$ cat src/rtl/alu_accumulator.sv
// alu_accumulator: two-register ALU driven by raw pushbuttons.
// Each key is synchronized and edge-detected into a single-cycle press pulse;
// a load press writes x or y, an exec press runs one ALU operation through a
// small IDLE/EXEC/HOLD sequencer. Chain mode feeds carry and result back into x.
module alu_accumulator #(
    parameter int WIDTH = 8,
    parameter int SHIFT = 3
) (
    input  logic             clock,
    input  logic             reset,
    input  logic [WIDTH-1:0] data_in,
    input  logic             load_sel,
    input  logic             key_load_n,
    input  logic             key_exec_n,
    input  logic [2:0]       operation,
    input  logic [SHIFT-1:0] shamt,
    input  logic             chain,
    output logic [WIDTH-1:0] result,
    output logic             zero,
    output logic             overflow,
    output logic             carry,
    output logic             valid,
    output logic [WIDTH-1:0] x_out,
    output logic [WIDTH-1:0] y_out
);

    localparam logic [2:0] OP_ADD = 3'd0;
    localparam logic [2:0] OP_SUB = 3'd1;
    localparam logic [2:0] OP_AND = 3'd2;
    localparam logic [2:0] OP_OR  = 3'd3;
    localparam logic [2:0] OP_XOR = 3'd4;
    localparam logic [2:0] OP_SLL = 3'd5;
    localparam logic [2:0] OP_SRL = 3'd6;

    typedef enum logic [1:0] {IDLE, EXEC, HOLD} state_t;

    state_t           state;
    logic [WIDTH-1:0] x_q;
    logic [WIDTH-1:0] y_q;
    logic [2:0]       op_q;
    logic [SHIFT-1:0] shamt_q;
    logic             chain_q;

    logic load_sync_p0, load_sync_p1, load_prev_p2, load_armed;
    logic exec_sync_p0, exec_sync_p1, exec_prev_p2, exec_armed;
    logic warm_p0, warm_p1;
    logic load_pulse, exec_pulse, exec_accept;

    logic [WIDTH-1:0] b_opnd;
    logic             cin;
    logic [WIDTH:0]   sum;
    logic [WIDTH-1:0] alu_res;
    logic             alu_c;
    logic             alu_v;

    // Two's-complement overflow of a + b (+cin): operands agree in sign, sum does not.
    function automatic logic add_ovf(input logic [WIDTH-1:0] a,
                                     input logic [WIDTH-1:0] b,
                                     input logic [WIDTH-1:0] s);
        return (a[WIDTH-1] == b[WIDTH-1]) && (s[WIDTH-1] != a[WIDTH-1]);
    endfunction

    // Shifts with out-of-range amounts pinned: logical shifts go to 0, SRA to sign fill.
    function automatic logic [WIDTH-1:0] shift_op(input logic [2:0]       op,
                                                  input logic [WIDTH-1:0] a,
                                                  input logic [SHIFT-1:0] sh);
        logic signed [WIDTH-1:0] a_s;
        logic [31:0]             amt;
        logic                    big;
        a_s = a;
        amt = 32'(sh);
        big = (amt >= 32'(WIDTH));
        if (op == OP_SLL)
            return big ? '0 : (a << sh);
        else if (op == OP_SRL)
            return big ? '0 : (a >> sh);
        else
            return big ? {WIDTH{a[WIDTH-1]}} : $unsigned(a_s >>> sh);
    endfunction

    // A press only counts once the synchronized key has been seen released after
    // reset, so a key held through reset release stays silent until re-pressed.
    assign load_pulse  = load_armed && !load_sync_p1 && load_prev_p2;
    assign exec_pulse  = exec_armed && !exec_sync_p1 && exec_prev_p2;
    assign exec_accept = exec_pulse && !load_pulse && (state != EXEC);

    assign x_out = x_q;
    assign y_out = y_q;

    // Key synchronizers, previous-value flops and post-reset arming
    always_ff @(posedge clock or posedge reset) begin
        if (reset) begin
            load_sync_p0 <= 1'b1;
            load_sync_p1 <= 1'b1;
            load_prev_p2 <= 1'b1;
            exec_sync_p0 <= 1'b1;
            exec_sync_p1 <= 1'b1;
            exec_prev_p2 <= 1'b1;
            warm_p0      <= 1'b0;
            warm_p1      <= 1'b0;
            load_armed   <= 1'b0;
            exec_armed   <= 1'b0;
        end else begin
            load_sync_p0 <= key_load_n;
            load_sync_p1 <= load_sync_p0;
            load_prev_p2 <= load_sync_p1;
            exec_sync_p0 <= key_exec_n;
            exec_sync_p1 <= exec_sync_p0;
            exec_prev_p2 <= exec_sync_p1;
            warm_p0      <= 1'b1;
            warm_p1      <= warm_p0;
            if (warm_p1 && load_sync_p1)
                load_armed <= 1'b1;
            if (warm_p1 && exec_sync_p1)
                exec_armed <= 1'b1;
        end
    end

    // Operation fields captured when an exec press is accepted
    always_ff @(posedge clock) begin
        if (exec_accept) begin
            op_q    <= operation;
            shamt_q <= shamt;
            chain_q <= chain;
        end
    end

    // ALU: shared adder for ADD/SUB, carry-in from the carry flag in chain mode
    always_comb begin
        b_opnd  = (op_q == OP_SUB) ? ~y_q : y_q;
        cin     = chain_q ? carry : (op_q == OP_SUB);
        sum     = {1'b0, x_q} + {1'b0, b_opnd} + {{WIDTH{1'b0}}, cin};
        alu_res = '0;
        alu_c   = 1'b0;
        alu_v   = 1'b0;
        case (op_q)
            OP_ADD, OP_SUB: begin
                alu_res = sum[WIDTH-1:0];
                alu_c   = sum[WIDTH];
                alu_v   = add_ovf(x_q, b_opnd, sum[WIDTH-1:0]);
            end
            OP_AND:  alu_res = x_q & y_q;
            OP_OR:   alu_res = x_q | y_q;
            OP_XOR:  alu_res = x_q ^ y_q;
            default: alu_res = shift_op(op_q, x_q, shamt_q);
        endcase
    end

    // Sequencer and architectural registers; a load press overrides everything
    always_ff @(posedge clock or posedge reset) begin
        if (reset) begin
            state    <= IDLE;
            x_q      <= '0;
            y_q      <= '0;
            result   <= '0;
            zero     <= 1'b0;
            overflow <= 1'b0;
            carry    <= 1'b0;
            valid    <= 1'b0;
        end else if (load_pulse) begin
            if (load_sel)
                x_q <= data_in;
            else
                y_q <= data_in;
            valid <= 1'b0;
            state <= IDLE;
        end else begin
            case (state)
                IDLE, HOLD: begin
                    if (exec_pulse)
                        state <= EXEC;
                end
                EXEC: begin
                    result   <= alu_res;
                    zero     <= (alu_res == '0);
                    carry    <= alu_c;
                    overflow <= alu_v;
                    valid    <= 1'b1;
                    if (chain_q)
                        x_q <= alu_res;
                    state <= HOLD;
                end
                default: state <= IDLE;
            endcase
        end
    end

endmodule

$ cat config.mk
export PLATFORM = sky130hd
export DESIGN_NAME = alu_accumulator
export DESIGN_NICKNAME = d
export VERILOG_FILES = /design/src/rtl/alu_accumulator.sv
export SDC_FILE = /design/constraint.sdc
export NUM_CORES = 1
export LEC_CHECK = 0
export BUFFER_PORTS_ARGS = -buffer_cell sky130_fd_sc_hd__buf_4
export CORE_ASPECT_RATIO = 0.8
export CORE_MARGIN = 10
export CORE_UTILIZATION = 58
export CTS_CLUSTER_DIAMETER = 200
export DETAILED_ROUTE_END_ITERATION = 8
export HOLD_SLACK_MARGIN = 0.08
export PLACE_DENSITY = 0.87
export SYNTH_ARGS = -nofsm -noshare
export SYNTH_HDL_FRONTEND = slang
export SYNTH_SLANG_ARGS = --single-unit
$ cat constraint.sdc
create_clock -name clock -period 4.3 [get_ports clock]
set_input_delay 0 -clock clock [delete_from_list [all_inputs] [get_ports clock]]
set_output_delay 0 -clock clock [all_outputs]
set_load 0.005 [all_outputs]
==> results.txt <==
----------------------------------------------------
[Worst setup path]
  CP endpoint ... x_out[6]
  Nature of the critical path endpoint ... flop
  Kind of launch point of the worst setup path ... flop
  Cells along the critical path ... or2_2 -> nor2_2 -> xnor2_1 -> fa_1 -> fa_1 -> a211oi_1 -> o21bai_1 -> o41a_1 -> a21oi_1 -> mux2i_1 -> o21ai_1
  Worst setup slack for register-to-register paths ... 800 ps
  Worst R2R End ... x_out[6]
  Launching element of the worst setup path ... op_q[1]
  Reg2Reg Launch Point ... op_q[1]
  Most numerous cell on the critical path ... sky130_fd_sc_hd__fa_1
  Critical path arrival ... 3730 ps
  Critical Setup Path Class ... reg2reg
  Count of cell instances traversed by the critical path ... 11
  Crit path max-delay family ... compound AO/OA/AOI/OAI gates
  Required time of the critical path ... 4530 ps
  Max incr delay on CP ... 460 ps
  Maximum fanout encountered on the critical timing path ... 11
  Slowest library cell on the worst path ... sky130_fd_sc_hd__fa_1
  Count of buffering cells on the critical path with inverters included ... 0
  Worst reg-to-reg path cell count ... 11

[Detailed routing]
  Total wire length after detailed routing ... 10230 um
  Post-detailed-route via-to-cell ratio ... 6.331
  Number of remaining DRC errors ... 0
  Total vias in the final route ... 3191
  Post-detailed-route count of antenna-violating nets ... 0
  Count of routing violations after the opening detailed-route iteration ... around 350
  First-pass iteration count of the detailed router ... 5
  Detailed-route wire length per cell ... 20.29 um

[Cells and area]
  Layout Area Growth over Synthesis ... 18.03%
  Fraction of final layout cells sized beyond drive strength 1 ... 20.42%
  Inserted Diodes ... 0
  Final #Nets ... 470
  Share of the core filled with cells in the final layout ... 72.02%

[Synth]
  Yosys cell types ... between 60 and 70
  Post-Syn Instances ... 369
  Top flip-flop cell by instance count after synthesis ... sky130_fd_sc_hd__dfrtp_1
  Mapped cell area ... between 3000 and 4000 um^2
  Number of flops mapped to enable cells by yosys ... 7
  Portion of the post-synthesis area used by sequential elements ... 35.76%
  FF+latch count, synth ... 47
  Nets in the synthesized netlist ... 414
  Average cell area after synthesis ... 9.237 um^2
  Synth warnings ... 0
  Share of synthesized registers carrying an async set or reset ... 85.11%

[STA]
  Portion of the clock cycle consumed by the worst path in the final layout ... 81.43%
  Setup Viol. Count Final ... 0
  Sum Neg Setup Slack ... 0 ps
  Slew margin rel. ... 26.63%
  Fmax achieved ... 285.6 MHz
  Least-Margin Pin Slew ... 1096 ps
  Time the worst path needs with I/O delays and setup ... 3501 ps
  Final worst clock skew ... 11.16 ps
  Final count of pins violating max slew ... 0
  Setup repair after global routing missed its margin ... no
  Number of hold-slack violations in the final timing report ... 0

[Job]
  Max-capacitance violation count ... 0

[Floorplan]
  Die width ... between 100 and 150 um
  Die area ... approximately 9400 um^2
  Area of the placeable core ... about 5600 um^2
  Placement row count ... 24
  I/O pin count ... 48
  Die boundary height ... 88.57 um
  Effective utilization at floorplan ... 61.02%

[Hold path]
  Class of the worst hold path ... in2reg

[Place]
  Number of buffers inserted by port buffering ... 47
  Total half-perimeter wirelength after legalization and detailed placement ... 7162 um
  Placer's final routability congestion estimate ... 0.9460

[Global routing]
  Antenna violations before repair ... 0
  Wire length of the first global-routing pass ... 16550 um
  Global route overflow ... 0
  GRT Total Usage ... 21.81%
  Largest net degree at the start of global routing ... 41
  Via count of the first global-routing pass ... 3225

[Clock network]
  Root buf cell ... sky130_fd_sc_hd__clkbuf_8
  Maximum clock insertion buffer count ... 2
  Number of levels the H-tree was split into ... 2
  CTS tree ... yes
  Number of setup buffers added after CTS ... 0
  Clk slew on worst S/H paths ... about 100 ps
  Clock buffers created by TritonCTS ... 5
  Clock sinks ... 47
  Clock latency on the worst-skew pair ... 310 ps

[Outcome]
  Status ... complete, no violations

[Pwr]
  Lkg Pwr ... 1.759 nW
  Worst VDD drop ... 0.3501 mV
  Power density over the cells ... between 400 and 500 nW/um^2

----------------------------------------------------
## layout by cell type (no fill, tap or decap), drive strengths merged, types with 6 or more instances in the layout
cell type / synthesis / final
mux2i: 6 / 6
xnor2: 10 / 10
dfrtp: 34 / 34
buf: 16 / 52
o21ai: 32 / 32
edfxtp: 7 / 7
dlygate4sd3: 0 / 18
mux4: 6 / 6
nor2: 37 / 37
dfstp: 6 / 6
o22ai: 8 / 8
o211ai: 7 / 7
mux2: 8 / 8
a21oi: 21 / 21
nand2: 43 / 43
inv: 21 / 22
ha: 23 / 23
## timing repair
item,CTS,global route
gates resized for setup,0,0
hold endpoints to repair,58,0
hold buffers,18,0
## worst register-to-register path: cells and delay by family (launching register included)
kind,cells,cell delay (ps)
adder cells (fa/ha/maj),2,880
AND/OR/NAND/NOR,2,580
flip-flops,1,390
multiplexers,1,150
AO/OA/AOI/OAI,5,1300
XOR/XNOR,1,110
## synth_stat cells (3+ instances only)
cell type	instances	area (um^2)
sky130_fd_sc_hd__o22ai_1	8	50.05
sky130_fd_sc_hd__mux4_2	6	135.1
sky130_fd_sc_hd__o21bai_1	3	22.52
sky130_fd_sc_hd__a311oi_1	3	26.28
sky130_fd_sc_hd__or3_1	3	18.77
sky130_fd_sc_hd__edfxtp_1	7	210.2
sky130_fd_sc_hd__buf_2	8	40.04
sky130_fd_sc_hd__a21oi_1	21	105.1
sky130_fd_sc_hd__nand3b_1	4	30.03
sky130_fd_sc_hd__dfrtp_1	34	850.8
sky130_fd_sc_hd__clkbuf_1	5	18.77
sky130_fd_sc_hd__ha_1	23	287.8
sky130_fd_sc_hd__o21ai_0	28	140.1
sky130_fd_sc_hd__o21ai_1	3	15.01
sky130_fd_sc_hd__xnor2_1	10	87.58
sky130_fd_sc_hd__nor2b_1	4	25.02
sky130_fd_sc_hd__mux2_2	8	90.09
sky130_fd_sc_hd__o211ai_1	7	52.55
sky130_fd_sc_hd__dfstp_2	6	157.7
sky130_fd_sc_hd__inv_1	20	75.07
sky130_fd_sc_hd__o31ai_1	5	37.54
sky130_fd_sc_hd__nand3_1	5	25.02
sky130_fd_sc_hd__a21o_1	3	22.52
sky130_fd_sc_hd__mux2i_1	6	60.06
sky130_fd_sc_hd__a211oi_1	5	37.54
sky130_fd_sc_hd__nand2_1	43	161.4
sky130_fd_sc_hd__o21a_1	5	37.54
sky130_fd_sc_hd__buf_6	7	78.83
sky130_fd_sc_hd__nor2_1	36	135.1
## per-stage QoR
stage	cell area (um^2)	hold WS, ps	instances	setup slack, ps	power [mW]
after global routing	4023	279.1	504	569.7	1.924
after detailed placement	3751	109.8	478	876.6	1.487
after floorplan	3408	4.478	369	727.6	1.173
after global placement	3751	108.1	478	1062	1.455
final	4023	230.6	504	798.6	1.801
after CTS	4023	220.7	504	860.2	1.777
## layout make-up
cell class | count | area, um^2
Tap cell | 78 | 97.59
Clock buffer | 5 | 68.82
Timing Repair Buffer | 70 | 570.5
Sequential cell | 47 | 1219
Multi-Input combinational cell | 280 | 1966
Inverter | 21 | 78.83
Clock inverter | 3 | 22.52
Fill cell | 417 | 1563
## how the worst min path moves through the flow
stage | cells past startpoint | endpoint | startpoint | slack (ps)
after floorplan | 0 | exec_sync_p0 | key_exec_n | 4
after global placement | 1 | exec_sync_p0 | key_exec_n | 110
final | 4 | y_out[3] | load_sel | 230
after detailed placement | 1 | load_sync_p0 | key_load_n | 110
after global routing | 4 | y_out[3] | load_sel | 280
after CTS | 4 | y_out[3] | load_sel | 220
## state kept, by name (all words and copies together) (netlist names)
signal and cells:
result 8, x_out 8, y_out 8, op_q 3, shamt_q 3, state 2
carry 1, chain_q 1, exec_armed 1, exec_prev_p2 1, exec_sync_p0 1, exec_sync_p1 1
load_armed 1, load_prev_p2 1, load_sync_p0 1, load_sync_p1 1, overflow 1, valid 1
warm_p0 1, warm_p1 1, zero 1
## power by group
part	internal, mW	switching [mW]	leakage [nW]
logic	0.400	0.418	1.16
registers	0.539	0.162	0.546
clock network	0.117	0.164	0.0485
## cells by family (layout without fill, tap and decap cells)
group                      count (synthesis)  count (layout)  synth area share (%)
AOI/OAI and AO/OA                        111             111                 21.51
xor gates and xnor gates                  11              11                 2.827
adders and majority gates                 25              25                 9.618
buffers and inverters                     42              99                 6.571
DFF                                       47              47                 35.76
muxes                                     20              20                 8.370
other                                      1               1                0.1100
and+or+nand+nor                          112             112                 15.24
## per-layer routing
metal	part of all wire, %	global-route usage, %	wire length, um
met5	0	0	0
met3	10	6.028	1034
met1	40	27.13	4127
met2	46	35.03	4682
met4	3.7	9.693	382
Power figures use the tool's default switching activity.
